--- src/rtl/reflet_uart_loader_pkg.sv ---
// Shared definitions for the UART loader: FSM encodings and bit-timing helpers,
// also used by the debug transmitter.
package reflet_uart_loader_pkg;

    typedef enum logic [1:0] {
        RX_IDLE  = 2'd0,
        RX_START = 2'd1,
        RX_DATA  = 2'd2,
        RX_STOP  = 2'd3
    } rx_state_e;

    typedef enum logic [1:0] {
        LD_LEN  = 2'd0,
        LD_DATA = 2'd1,
        LD_DONE = 2'd2
    } ld_state_e;

    // Bit period in clock cycles, integer-truncated; callers must keep it >= 4.
    function automatic int unsigned bit_period(input int unsigned clk_freq,
                                               input int unsigned baud_rate);
        return clk_freq / baud_rate;
    endfunction

    function automatic int unsigned half_period(input int unsigned p);
        return p / 2;
    endfunction

endpackage

--- src/rtl/reflet_uart_rx_core.sv ---
// 8N1 UART receiver: 2-flop synchroniser, start-bit glitch rejection,
// mid-bit sampling, one-cycle byte strobe and stop-bit error pulse.
module reflet_uart_rx_core
    import reflet_uart_loader_pkg::*;
#(
    parameter int unsigned P = 10
) (
    input  logic       clk,
    input  logic       reset,
    input  logic       rx_i,
    output logic [7:0] rx_byte_o,
    output logic       byte_valid_o,
    output logic       frame_err_o,
    output rx_state_e  state_o
);

    localparam int unsigned HALF = half_period(P);

    logic        sync1_q, sync2_q, prev_q;
    rx_state_e   state_q, state_d;
    logic [31:0] cnt_q, cnt_d;
    logic [2:0]  bit_q, bit_d;
    logic [7:0]  shift_q, shift_d;
    logic        valid_q, valid_d;
    logic        ferr_q, ferr_d;

    always_ff @(posedge clk or posedge reset) begin
        if (reset) begin
            sync1_q <= 1'b1;
            sync2_q <= 1'b1;
            prev_q  <= 1'b1;
            state_q <= RX_IDLE;
            cnt_q   <= '0;
            bit_q   <= '0;
            shift_q <= '0;
            valid_q <= 1'b0;
            ferr_q  <= 1'b0;
        end else begin
            sync1_q <= rx_i;
            sync2_q <= sync1_q;
            prev_q  <= sync2_q;
            state_q <= state_d;
            cnt_q   <= cnt_d;
            bit_q   <= bit_d;
            shift_q <= shift_d;
            valid_q <= valid_d;
            ferr_q  <= ferr_d;
        end
    end

    always_comb begin
        state_d = state_q;
        cnt_d   = cnt_q + 32'd1;
        bit_d   = bit_q;
        shift_d = shift_q;
        valid_d = 1'b0;
        ferr_d  = 1'b0;
        case (state_q)
            RX_IDLE: begin
                cnt_d = '0;
                if (prev_q && !sync2_q) state_d = RX_START;
            end
            RX_START: begin
                // Line back high at the start-bit midpoint means it was a glitch.
                if (cnt_q == 32'(HALF - 1)) begin
                    cnt_d   = '0;
                    bit_d   = '0;
                    state_d = sync2_q ? RX_IDLE : RX_DATA;
                end
            end
            RX_DATA: begin
                if (cnt_q == 32'(P - 1)) begin
                    cnt_d   = '0;
                    shift_d = {sync2_q, shift_q[7:1]};
                    bit_d   = bit_q + 3'd1;
                    if (bit_q == 3'd7) state_d = RX_STOP;
                end
            end
            RX_STOP: begin
                if (cnt_q == 32'(P - 1)) begin
                    cnt_d   = '0;
                    state_d = RX_IDLE;
                    valid_d = sync2_q;
                    ferr_d  = !sync2_q;
                end
            end
            default: state_d = RX_IDLE;
        endcase
    end

    assign rx_byte_o    = shift_q;
    assign byte_valid_o = valid_q;
    assign frame_err_o  = ferr_q;
    assign state_o      = state_q;

endmodule

--- src/rtl/reflet_uart_loader.sv ---
// Boot loader: first received byte is a length N, the next N good bytes are
// written to consecutive addresses from 0 while the CPU is held.
module reflet_uart_loader
    import reflet_uart_loader_pkg::*;
#(
    parameter int unsigned clk_freq  = 1000000,
    parameter int unsigned baud_rate = 9600,
    parameter int unsigned addr_size = 8
) (
    input  logic                 clk,
    input  logic                 reset,
    input  logic                 rx,
    output logic [addr_size-1:0] addr,
    output logic [7:0]           data_out,
    output logic                 write_en,
    output logic                 cpu_hold,
    output logic                 done,
    output logic                 frame_error,
    output rx_state_e            dbg_rx_state_o,
    output ld_state_e            dbg_ld_state_o
);

    localparam int unsigned P = bit_period(clk_freq, baud_rate);

    logic [7:0] rx_byte;
    logic       byte_valid;
    logic       frame_err;

    // byte_valid is a one-cycle strobe with no back-pressure: the loader
    // must consume the byte on the cycle it is presented.
    reflet_uart_rx_core #(.P(P)) u_rx (
        .clk         (clk),
        .reset       (reset),
        .rx_i        (rx),
        .rx_byte_o   (rx_byte),
        .byte_valid_o(byte_valid),
        .frame_err_o (frame_err),
        .state_o     (dbg_rx_state_o)
    );

    ld_state_e            state_q, state_d;
    logic [7:0]           len_q, len_d;
    logic [7:0]           index_q, index_d;
    logic [addr_size-1:0] addr_q, addr_d;
    logic [7:0]           data_q, data_d;
    logic                 we_q, we_d;
    logic                 ferr_q, ferr_d;

    always_ff @(posedge clk or posedge reset) begin
        if (reset) begin
            state_q <= LD_LEN;
            len_q   <= '0;
            index_q <= '0;
            addr_q  <= '0;
            data_q  <= '0;
            we_q    <= 1'b0;
            ferr_q  <= 1'b0;
        end else begin
            state_q <= state_d;
            len_q   <= len_d;
            index_q <= index_d;
            addr_q  <= addr_d;
            data_q  <= data_d;
            we_q    <= we_d;
            ferr_q  <= ferr_d;
        end
    end

    always_comb begin
        state_d = state_q;
        len_d   = len_q;
        index_d = index_q;
        addr_d  = addr_q;
        data_d  = data_q;
        we_d    = 1'b0;
        ferr_d  = ferr_q | frame_err;
        case (state_q)
            LD_LEN: begin
                if (byte_valid) begin
                    len_d   = rx_byte;
                    index_d = '0;
                    state_d = (rx_byte == 8'd0) ? LD_DONE : LD_DATA;
                end
            end
            LD_DATA: begin
                if (byte_valid) begin
                    we_d    = 1'b1;
                    data_d  = rx_byte;
                    addr_d  = addr_size'(index_q);
                    index_d = index_q + 8'd1;
                    if (index_q == len_q - 8'd1) state_d = LD_DONE;
                end
            end
            LD_DONE: ;
            default: state_d = LD_LEN;
        endcase
    end

    assign addr           = addr_q;
    assign data_out       = data_q;
    assign write_en       = we_q;
    assign cpu_hold       = (state_q != LD_DONE);
    assign done           = (state_q == LD_DONE);
    assign frame_error    = ferr_q;
    assign dbg_ld_state_o = state_q;

endmodule

--- config.mk ---
export PLATFORM = sky130hd
export DESIGN_NAME = reflet_uart_loader
export DESIGN_NICKNAME = d
export VERILOG_FILES = /design/src/rtl/reflet_uart_loader_pkg.sv /design/src/rtl/reflet_uart_rx_core.sv /design/src/rtl/reflet_uart_loader.sv
export SDC_FILE = /design/constraint.sdc
export NUM_CORES = 1
export LEC_CHECK = 0
export CAP_MARGIN = 20
export CORE_MARGIN = 2
export CORE_UTILIZATION = 50
export DETAILED_ROUTE_END_ITERATION = 10
export PLACE_DENSITY = 0.69
export SLEW_MARGIN = 20
export SYNTH_ARGS = -nofsm -noshare
export SYNTH_HDL_FRONTEND = slang
export SYNTH_SLANG_ARGS = --single-unit
--- constraint.sdc ---
create_clock -name clk -period 3.25 [get_ports clk]
set_input_delay 0.8125 -clock clk [delete_from_list [all_inputs] [get_ports clk]]
set_output_delay 0.8125 -clock clk [all_outputs]
set_load 0.05 [all_outputs]
==> impl_metrics.yaml, run 1 <==
run_status:
  status: "complete, no violations"
synth:
  yosysWarnings: 0
  synth_fa_ha_area_share_pct: 2.75
  syn_area_um2: 4090
  synthTopCellsByCount: "dfrtp_1 (83), nand2_1 (80), nor2_1 (55)"
  synthSimpleGateAreaFrac_pct: 22.6
  syn-num-nets: 416
  yosysUniqueCellTypes: 50
  async_reset_ff_share_pct: 100
  synth_top_area_cell: "dfrtp_1"
  syn_avg_cell_area_um2: 10.1
  yosys.area_share.xor_xnor_pct: 8.78
  seq_area_frac_synth_pct: 52.7
  synth_top_area_share_pct: 50.8
  synth_top_family_by_area: "simple AND/OR/NAND/NOR gates"
  synth_compound_area_share_pct: 5.94
  synth_mux_area_share_pct: 4.87
  syn-instance-count: 404
  synth.most_common_cell: "dfrtp_1"
  synth.area.top_cells: "dfrtp_1 (51%), nand2_1 (7.3%), nor2_1 (5.0%)"
  synth_seq_cells: 86
  synthFlopType: "dfrtp_1"
  synth-edff-count: 0
routing:
  num_vias: 2881
  avgViaCountPerCell: 5.35
  antenna_left: 0
  drtIter0Drc: 161
  dr.pass1.iters: 4
  wl_per_cell_um: 13.7
  drc: 0
  finalWirelength_um: 7400
finish:
  layout-drive-gt1-share_pct: 11.7
  nFillCells: 682
  fin_nets: 444
  area_delta_synth_final_pct: 14.0
  diodes: 0
  final_core_util_pct: 59.7
grt:
  antenna_found_initial: 0
  grt_usage_pct: 18.9
  grt_pass1_wl_um: 13200
  grt_max_degree: 87
  grt_overflow: 0
  first_global_vias: 2864
timing:
  drv_slew: 0
  timing.setup.tns_ns: 0
  setup_violations: 0
  hold_violations: 0
  fin_worst_skew_ns: 0.0113
  slew_headroom_pct: 51.9
  rsz0062_at_grt: "false"
  max_slew.worst_pin.slew_ns: 0.718
  timing.final.crit_share_pct: 85.3
  min_period_ns: 2.77
  fmax_ghz: 0.361
setup_path:
  r2r-start: "u_rx.cnt_q[19]"
  crit_slowest_cell: "clkdlybuf4s50_1"
  cp-startpoint: "dbg_ld_state_o[0]"
  critical_path.max_fanout: 12
  path_cells: "inv_1 -> nand2_1 -> clkdlybuf4s50_1"
  worstPathRequired_ns: 2.44
  end_kind: "output port"
  worst_path_largest_cell_delay_ns: 0.80
  critPathLaunchType: "register"
  critPathKind: "register to output port"
  worst_ep_arrival_time_ns: 1.96
run:
  cap_viol_max_count: 0
pwr:
  p_leak_nw: 2.12
  ir_worst_vdd_mv: 0.531
  power.density_nw_per_um2: 494
worst_hold_path:
  hp-start: "u_rx.sync1_q"
  min_path_type: "register to register"
floorplanning:
  die_height_um: 94.4
  fp.dieW_um: 94.4
  die_area_um2: 8920
  core_area_um2: 7810
  rows: 32
  io_pins: 27
  start_util_pct: 52.4
cts:
  cts_buffer_depth: 2
  cts-buffers-inserted: 9
  cts-resized-gates: 0
  hold_buffers: 0
  cts_root_buf: "clkbuf_8"
  cts.sinks: 86
  cts.clk_slew.worst_paths_ns: 0.09
  h-tree-depth: 3
  cts_tree: "yes"
  clk_latency_ns: 0.36
  cts_setup_buffers: 0
placed_design:
  place_congestion: 0.814
  io_buffers: 26
  detailed_place_hpwl_um: 5000
==> registers in the layout (all words and copies together) (netlist names), 2 cells and up, named ones only <==
register and flops:
data_out 8, u_rx.rx_byte_o 8, u_rx.cnt_q 32, u_rx.bit_q 3
len_q 8, index_q 8, dbg_ld_state_o 2, addr 8
==> power by group <==
group / total (mW) / internal (mW) / switching [mW] / leakage (nW)
Combinational: 0.418 / 0.137 / 0.281 / 0.836
Clock: 0.753 / 0.376 / 0.377 / 0.0955
Sequential: 1.13 / 1.10 / 0.0278 / 1.19
==> placed cells by master (no fill, tap or decap), types with 2 or more instances in the layout <==
cell / instances
nand2b_1: 2
ha_1: 9
nor4_1: 5
dfstp_2: 3
dfrtp_1: 83
nand2_1: 80
clkbuf_8: 10
and3_1: 5
inv_1: 10
o31ai_1: 4
xor2_1: 20
nor3_1: 3
o21ai_0: 12
xnor2_1: 21
clkinvlp_4: 2
clkinv_2: 2
o211ai_1: 2
mux2_2: 15
mux2i_1: 3
and4_1: 4
buf_4: 2
nor4_2: 4
nand4_1: 5
or2_2: 2
or4_1: 3
nand3_1: 15
clkdlybuf4s50_1: 26
nor2_1: 55
a21o_1: 3
==> kinds of logic after synthesis <==
group                      Yosys count
xor gates and xnor gates            41
adders and majority gates            9
AOI/OAI and AO/OA                   33
DFF                                 86
buffers and inverters               24
and+or+nand+nor                    193
muxes                               18
==> final timing paths <==
path	endpoint	slack, ns	depth (start not counted)
worst max-delay path	cpu_hold	0.48	3
worst min-delay path	u_rx.sync2_q	0.36	0
worst max register to register	u_rx.rx_byte_o[1]	0.93	5
worst min register to register	u_rx.sync2_q	0.36	0
max in group asynchronous	u_rx.prev_q	2.01	3
min in group asynchronous	addr[3]	0.86	3
==> through the flow <==
stage | cells | setup slack, ns | cell area [um^2] | hold slack (ns) | power [mW]
floorplan | 404 | 0.221 | 4090 | 0.345 | 1.47
global placement | 523 | 0.913 | 4460 | 0.345 | 1.57
detailed placement | 523 | 0.888 | 4460 | 0.347 | 1.57
CTS | 539 | 0.482 | 4660 | 0.360 | 2.34
global route | 539 | 0.384 | 4660 | 0.367 | 2.43
finish | 539 | 0.477 | 4660 | 0.359 | 2.30
==> area by class of cell <==
type / count / area [um^2] / area share (%)
clock inverter: 5 / 58.8 / 1.26
multi-input combinational: 294 / 1840 / 39.4
sequential: 86 / 2160 / 46.2
inverter: 12 / 46.3 / 0.993
timing repair buffer: 29 / 295 / 6.33
clock buffer: 11 / 141 / 3.03
tap: 102 / 128 / 2.74
==> metal layers <==
metal	track usage, %	vias to the layer above	part of all wire [%]
li1	-	1418	-
met1	24.2	1416	49
met2	31.7	39	47
met3	5.59	8	2.9
met4	4.71	0	0.90
met5	0	-	0
==> critical path: cells and delay by family, from the launching register on <==
kind          cells  cell delay, ns
flops             1            0.57
buf+inv           2            0.94
simple gates      1            0.10
(Power assumes the default switching activity.)
==> run 2: changes to the inputs <==
- CORE_MARGIN: 2 -> unset
- SLEW_MARGIN: 20 -> 40
==> run 2 against run 1 <==
Net effect: clock skew down 0.0016 ns; non-clock buffer count increased by 1; critical path depth unchanged; global-route usage increased by 1.1 points; register-to-register slack about the same; first-iteration DRC count decreased by 36%.
==> impl_metrics.yaml, run 2 (same netlist as run 1, synthesis figures left out) <==
floorplanning:
  core_area_um2: 7810
  fp.dieW_um: 92.4
  start_util_pct: 52.4
  io_pins: 27
  rows: 32
  die_height_um: 92.4
  die_area_um2: 8540
pwr:
  p_leak_nw: 2.10
  p_seq_share_pct: 51.9
  p_comb_share_pct: 19.4
  power.density_nw_per_um2: 471
  internal_power_mw: 1.52
  swShare_pct: 30.3
  ir_worst_vdd_mv: 0.551
  switching_power_mw: 0.660
  clockPowerShare_pct: 28.8
cts:
  hold_buffers: 0
  cts-buffers-inserted: 9
  cts.sinks: 86
  cts.clk_slew.worst_paths_ns: 0.08
  cts_setup_buffers: 0
  cts_root_buf: "clkbuf_8"
  cts-resized-gates: 0
  h-tree-depth: 3
  cts_tree: "yes"
  clk_latency_ns: 0.35
  cts_buffer_depth: 2
finish:
  largest_reg_flops: 32
  largest-register: "u_rx.cnt_q"
  fin_nets: 445
  layout-drive-gt1-share_pct: 11.0
  layout_commonest_cell: "dfrtp_1"
  nFillCells: 659
  final_cell_mix: "dfrtp_1 (83), nand2_1 (80), nor2_1 (55)"
  fin_area_um2: 4630
  area_delta_synth_final_pct: 13.1
  diodes: 0
setup_path:
  path_cells: "inv_1 -> nand2_1 -> clkdlybuf4s50_1"
  worst_ep_arrival_time_ns: 1.94
  r2r_slack_ns: 0.94
  end_kind: "output port"
  critPathLaunchType: "register"
  worst_path_largest_cell_delay_ns: 0.80
  reg2reg_depth: 5
  worstPathRequired_ns: 2.44
  critical_path.max_fanout: 12
  critPathKind: "register to output port"
  crit_slowest_cell: "clkdlybuf4s50_1"
worst_hold_path:
  hold_depth: 0
  min_path_type: "register to register"
timing:
  drv_slew: 0
  timing.setup.tns_ns: 0
  min_period_ns: 2.75
  timing.final.crit_share_pct: 84.6
  fin_worst_skew_ns: 0.00968
  max_slew.worst_pin.slew_ns: 0.744
  slew_headroom_pct: 50.2
  setup_violations: 0
  rsz0062_at_grt: "false"
  hold_violations: 0
  fmax_ghz: 0.364
routing:
  finalWirelength_um: 7730
  drc: 0
  avgViaCountPerCell: 5.37
  wl_per_cell_um: 14.3
  drtIter0Drc: 103
  num_vias: 2898
  dr.pass1.iters: 4
  antenna_left: 0
grt:
  grt_pass1_wl_um: 13200
  antenna_found_initial: 0
  grt_max_degree: 40
  grt_usage_pct: 20.0
  first_global_vias: 2807
  grt_overflow: 0
placed_design:
  detailed_place_hpwl_um: 5440
  place_area_um2: 4470
  place_congestion: 0.797
  io_buffers: 26
run_status:
  status: "complete, no violations"
run:
  cap_viol_max_count: 0
[run 2: per-layer routing]
layer	vias up	global-route usage, %	part of all wire (%)
li1	1418	-	-
met1	1419	26.3	47
met2	49	31.9	48
met3	12	5.42	3.2
met4	0	6.90	1.3
met5	-	0	0
[run 2: critical path, delay by kind of cell (launching register included)]
family / cells / cell delay [ns]
buffers and inverters: 2 / 0.94
DFF: 1 / 0.55
and+or+nand+nor: 1 / 0.10
[run 2: power groups by stage]
stage	Combinational [mW]	Sequential [mW]	Clock [mW]
finish	0.422	1.13	0.627
global route	0.472	1.14	0.696
CTS	0.430	1.13	0.659
detailed placement	0.428	1.15	0
global placement	0.420	1.15	0
floorplan	0.282	1.19	0
[run 2: area by class of cell]
type | count | area, um^2 | area share (%)
well taps | 102 | 128 | 2.76
repair buffers | 30 | 303 | 6.55
clock inverters | 2 | 12.5 | 0.270
multi-input cells | 294 | 1840 | 39.7
inverters | 12 | 46.3 | 1.00
flip-flops and latches | 86 | 2160 | 46.6
clock buffers | 14 | 143 | 3.08
[run 2: stage by stage]
step	power (mW)	hold slack (ns)	cells	utilization (%)	setup WS [ns]
after floorplan	1.47	0.345	404	-	0.221
after global placement	1.57	0.346	524	57.3	0.915
after detailed placement	1.58	0.348	524	57.3	0.885
after CTS	2.22	0.360	540	59.2	0.481
after global routing	2.30	0.360	540	59.2	0.389
final	2.18	0.357	540	59.2	0.500
[run 2: path summary, 6_finish.rpt]
check,start,end
setup / recovery,dbg_ld_state_o[0],cpu_hold
hold / removal,u_rx.sync1_q,u_rx.sync2_q
setup reg to reg,u_rx.cnt_q[19],u_rx.rx_byte_o[6]
hold reg to reg,u_rx.sync1_q,u_rx.sync2_q
max in group asynchronous,reset,u_rx.sync1_q
min in group asynchronous,reset,index_q[2]
==> run 3: changes to the inputs <==
- PLACE_DENSITY: 0.69 -> 0.72
- clock period: 3.25 -> 2.3 ns (I/O delays scaled with it)
==> run 3 against run 2 <==
Net effect: via count increased by 0.28%; non-clock buffer count increased by 5; sequential power increased by 42%; clock power increased by 55%; utilization increased by 0.98 points; setup slack got worse by 0.42 ns; sequential share of layout area decreased by 0.76 points; total power increased by 47%; final cell count increased by 0.93%; critical endpoint is now dbg_rx_state_o[0]; highest routed layer unchanged.
==> impl_metrics.yaml, run 3 (same netlist as run 1, synthesis figures left out) <==
setup_path:
  crit_slowest_cell: "clkdlybuf4s50_1"
  critical_path.max_fanout: 5
  critPathKind: "register to output port"
  r2r-start: "u_rx.cnt_q[20]"
  end_kind: "output port"
  worst_ep_arrival_time_ns: 1.64
  worstPathRequired_ns: 1.73
  worst_path_largest_cell_delay_ns: 0.84
  path_depth: 1
  path_buf_inv: 1
  r2r_slack_ns: 0.10
  critPathLaunchType: "register"
  cp_top_family: "buffers and inverters"
  path_cells: "clkdlybuf4s50_1"
  reg2reg_depth: 7
timing:
  max_slew.worst_pin.slew_ns: 0.529
  setup_violations: 0
  fin_worst_skew_ns: 0.0106
  slew_headroom_pct: 64.5
  hold_violations: 0
  timing.setup.tns_ns: 0
  min_period_ns: 2.22
  rsz0062_at_grt: "false"
  timing.final.crit_share_pct: 96.4
  fmax_ghz: 0.451
  drv_slew: 0
  hold_slack_ns: 0.362
floorplanning:
  fp.dieW_um: 92.4
  rows: 32
  start_util_pct: 52.4
  core_area_um2: 7810
  die_area_um2: 8540
  die_height_um: 92.4
  io_pins: 27
cts:
  clk_latency_ns: 0.36
  cts.sinks: 86
  hold_buffers: 0
  cts_buffer_depth: 2
  cts-buffers-inserted: 9
  h-tree-depth: 3
  cts_setup_buffers: 0
  cts_tree: "yes"
  cts.clk_slew.worst_paths_ns: 0.09
  cts-resized-gates: 0
  cts_root_buf: "clkbuf_8"
grt:
  grt_overflow: 0
  antenna_found_initial: 0
  first_global_vias: 2902
  grt_pass1_wl_um: 13600
  grt_max_degree: 87
  grt_usage_pct: 20.2
routing:
  avgViaCountPerCell: 5.33
  wl_met1_um: 3610
  drc: 0
  drtIter0Drc: 109
  antenna_left: 0
  wl_per_cell_um: 14.1
  met2WireLength_um: 3710
  finalWirelength_um: 7710
  num_vias: 2906
  top_layer_used: "met4"
  met3_length_um: 221
  dr.pass1.iters: 4
finish:
  final_cell_mix: "dfrtp_1 (83), nand2_1 (79), nor2_1 (55)"
  diodes: 0
  fin_nets: 450
  layout-drive-gt1-share_pct: 14.2
  multi_input_area_um2: 1840
  nFillCells: 672
  layout_commonest_cell: "dfrtp_1"
  largest_reg_flops: 32
  largest-register: "u_rx.cnt_q"
  seqCellArea_um2: 2160
  area_delta_synth_final_pct: 15.0
run:
  cap_viol_max_count: 0
pwr:
  power.density_nw_per_um2: 683
  p_seq_share_pct: 49.8
  swShare_pct: 31.6
  switching_power_mw: 1.02
  internal_power_mw: 2.20
  p_leak_nw: 2.15
  p_comb_share_pct: 20.0
  ir_worst_vdd_mv: 0.563
  clockPowerShare_pct: 30.3
placed_design:
  io_buffers: 26
  detailed_place_hpwl_um: 5390
  place_congestion: 0.849
worst_hold_path:
  min_path_type: "register to register"
  hold_depth: 0
  hold_path_end: "u_rx.sync2_q"
  hp-start: "u_rx.sync1_q"
run_status:
  status: "complete, no violations"
run 3: changes by cell type in the layout (fill, tap and decap cells not counted), sizes merged:
cell / delta
buf: +8
clkbuf: -5
clkdlybuf4s50: -3
clkinvlp: +2
inv: +2
clkinv: +1
run 3: worst max-delay path by stage:
stage	start	slack, ns	end
floorplan	dbg_ld_state_o[0]	0.14	done
global route	u_rx.state_o[0]	0.01	dbg_rx_state_o[0]
finish	u_rx.state_o[0]	0.08	dbg_rx_state_o[0]
CTS	u_rx.cnt_q[9]	0.02	u_rx.rx_byte_o[4]
detailed placement	u_rx.cnt_q[9]	0.03	u_rx.rx_byte_o[4]
global placement	u_rx.cnt_q[15]	0.1	u_rx.rx_byte_o[0]
run 3: area by class of cell:
type                       count  share of cell area (%)
clock inverter                 7                    1.22
timing repair buffer          35                    7.34
sequential                    86                    45.8
tap                          102                    2.71
inverter                      12                    1.04
clock buffer                   9                    2.63
multi-input combinational    294                    39.2
run 3: stage by stage:
| stage | std cells | setup WS [ns] | util, % | power [mW] | cell area, um^2 |
|---|---|---|---|---|---|
| 5_1_grt | 545 | 0.00952 | 60.2 | 3.39 | 4700 |
| 4_1_cts | 545 | 0.0211 | 60.2 | 3.25 | 4700 |
| 3_3_place_gp | 529 | 0.0977 | 57.9 | 2.27 | 4520 |
| 2_1_floorplan | 404 | 0.142 | - | 2.08 | 4100 |
| 3_5_place_dp | 529 | 0.0313 | 57.9 | 2.27 | 4520 |
| 6_report | 545 | 0.0838 | 60.2 | 3.21 | 4700 |
run 3: power by group through the flow:
stage | logic, mW | registers (mW) | clock network [mW]
3_3_place_gp | 0.645 | 1.63 | 0
4_1_cts | 0.650 | 1.60 | 1.00
3_5_place_dp | 0.643 | 1.63 | 0
6_report | 0.641 | 1.60 | 0.972
5_1_grt | 0.709 | 1.61 | 1.07
2_1_floorplan | 0.399 | 1.68 | 0
run 3: layer usage:
metal,GRT usage (%),up-vias
li1,-,1432
met1,27.2,1409
met2,31.7,48
met3,3.53,17
met4,9.51,0
met5,0,-
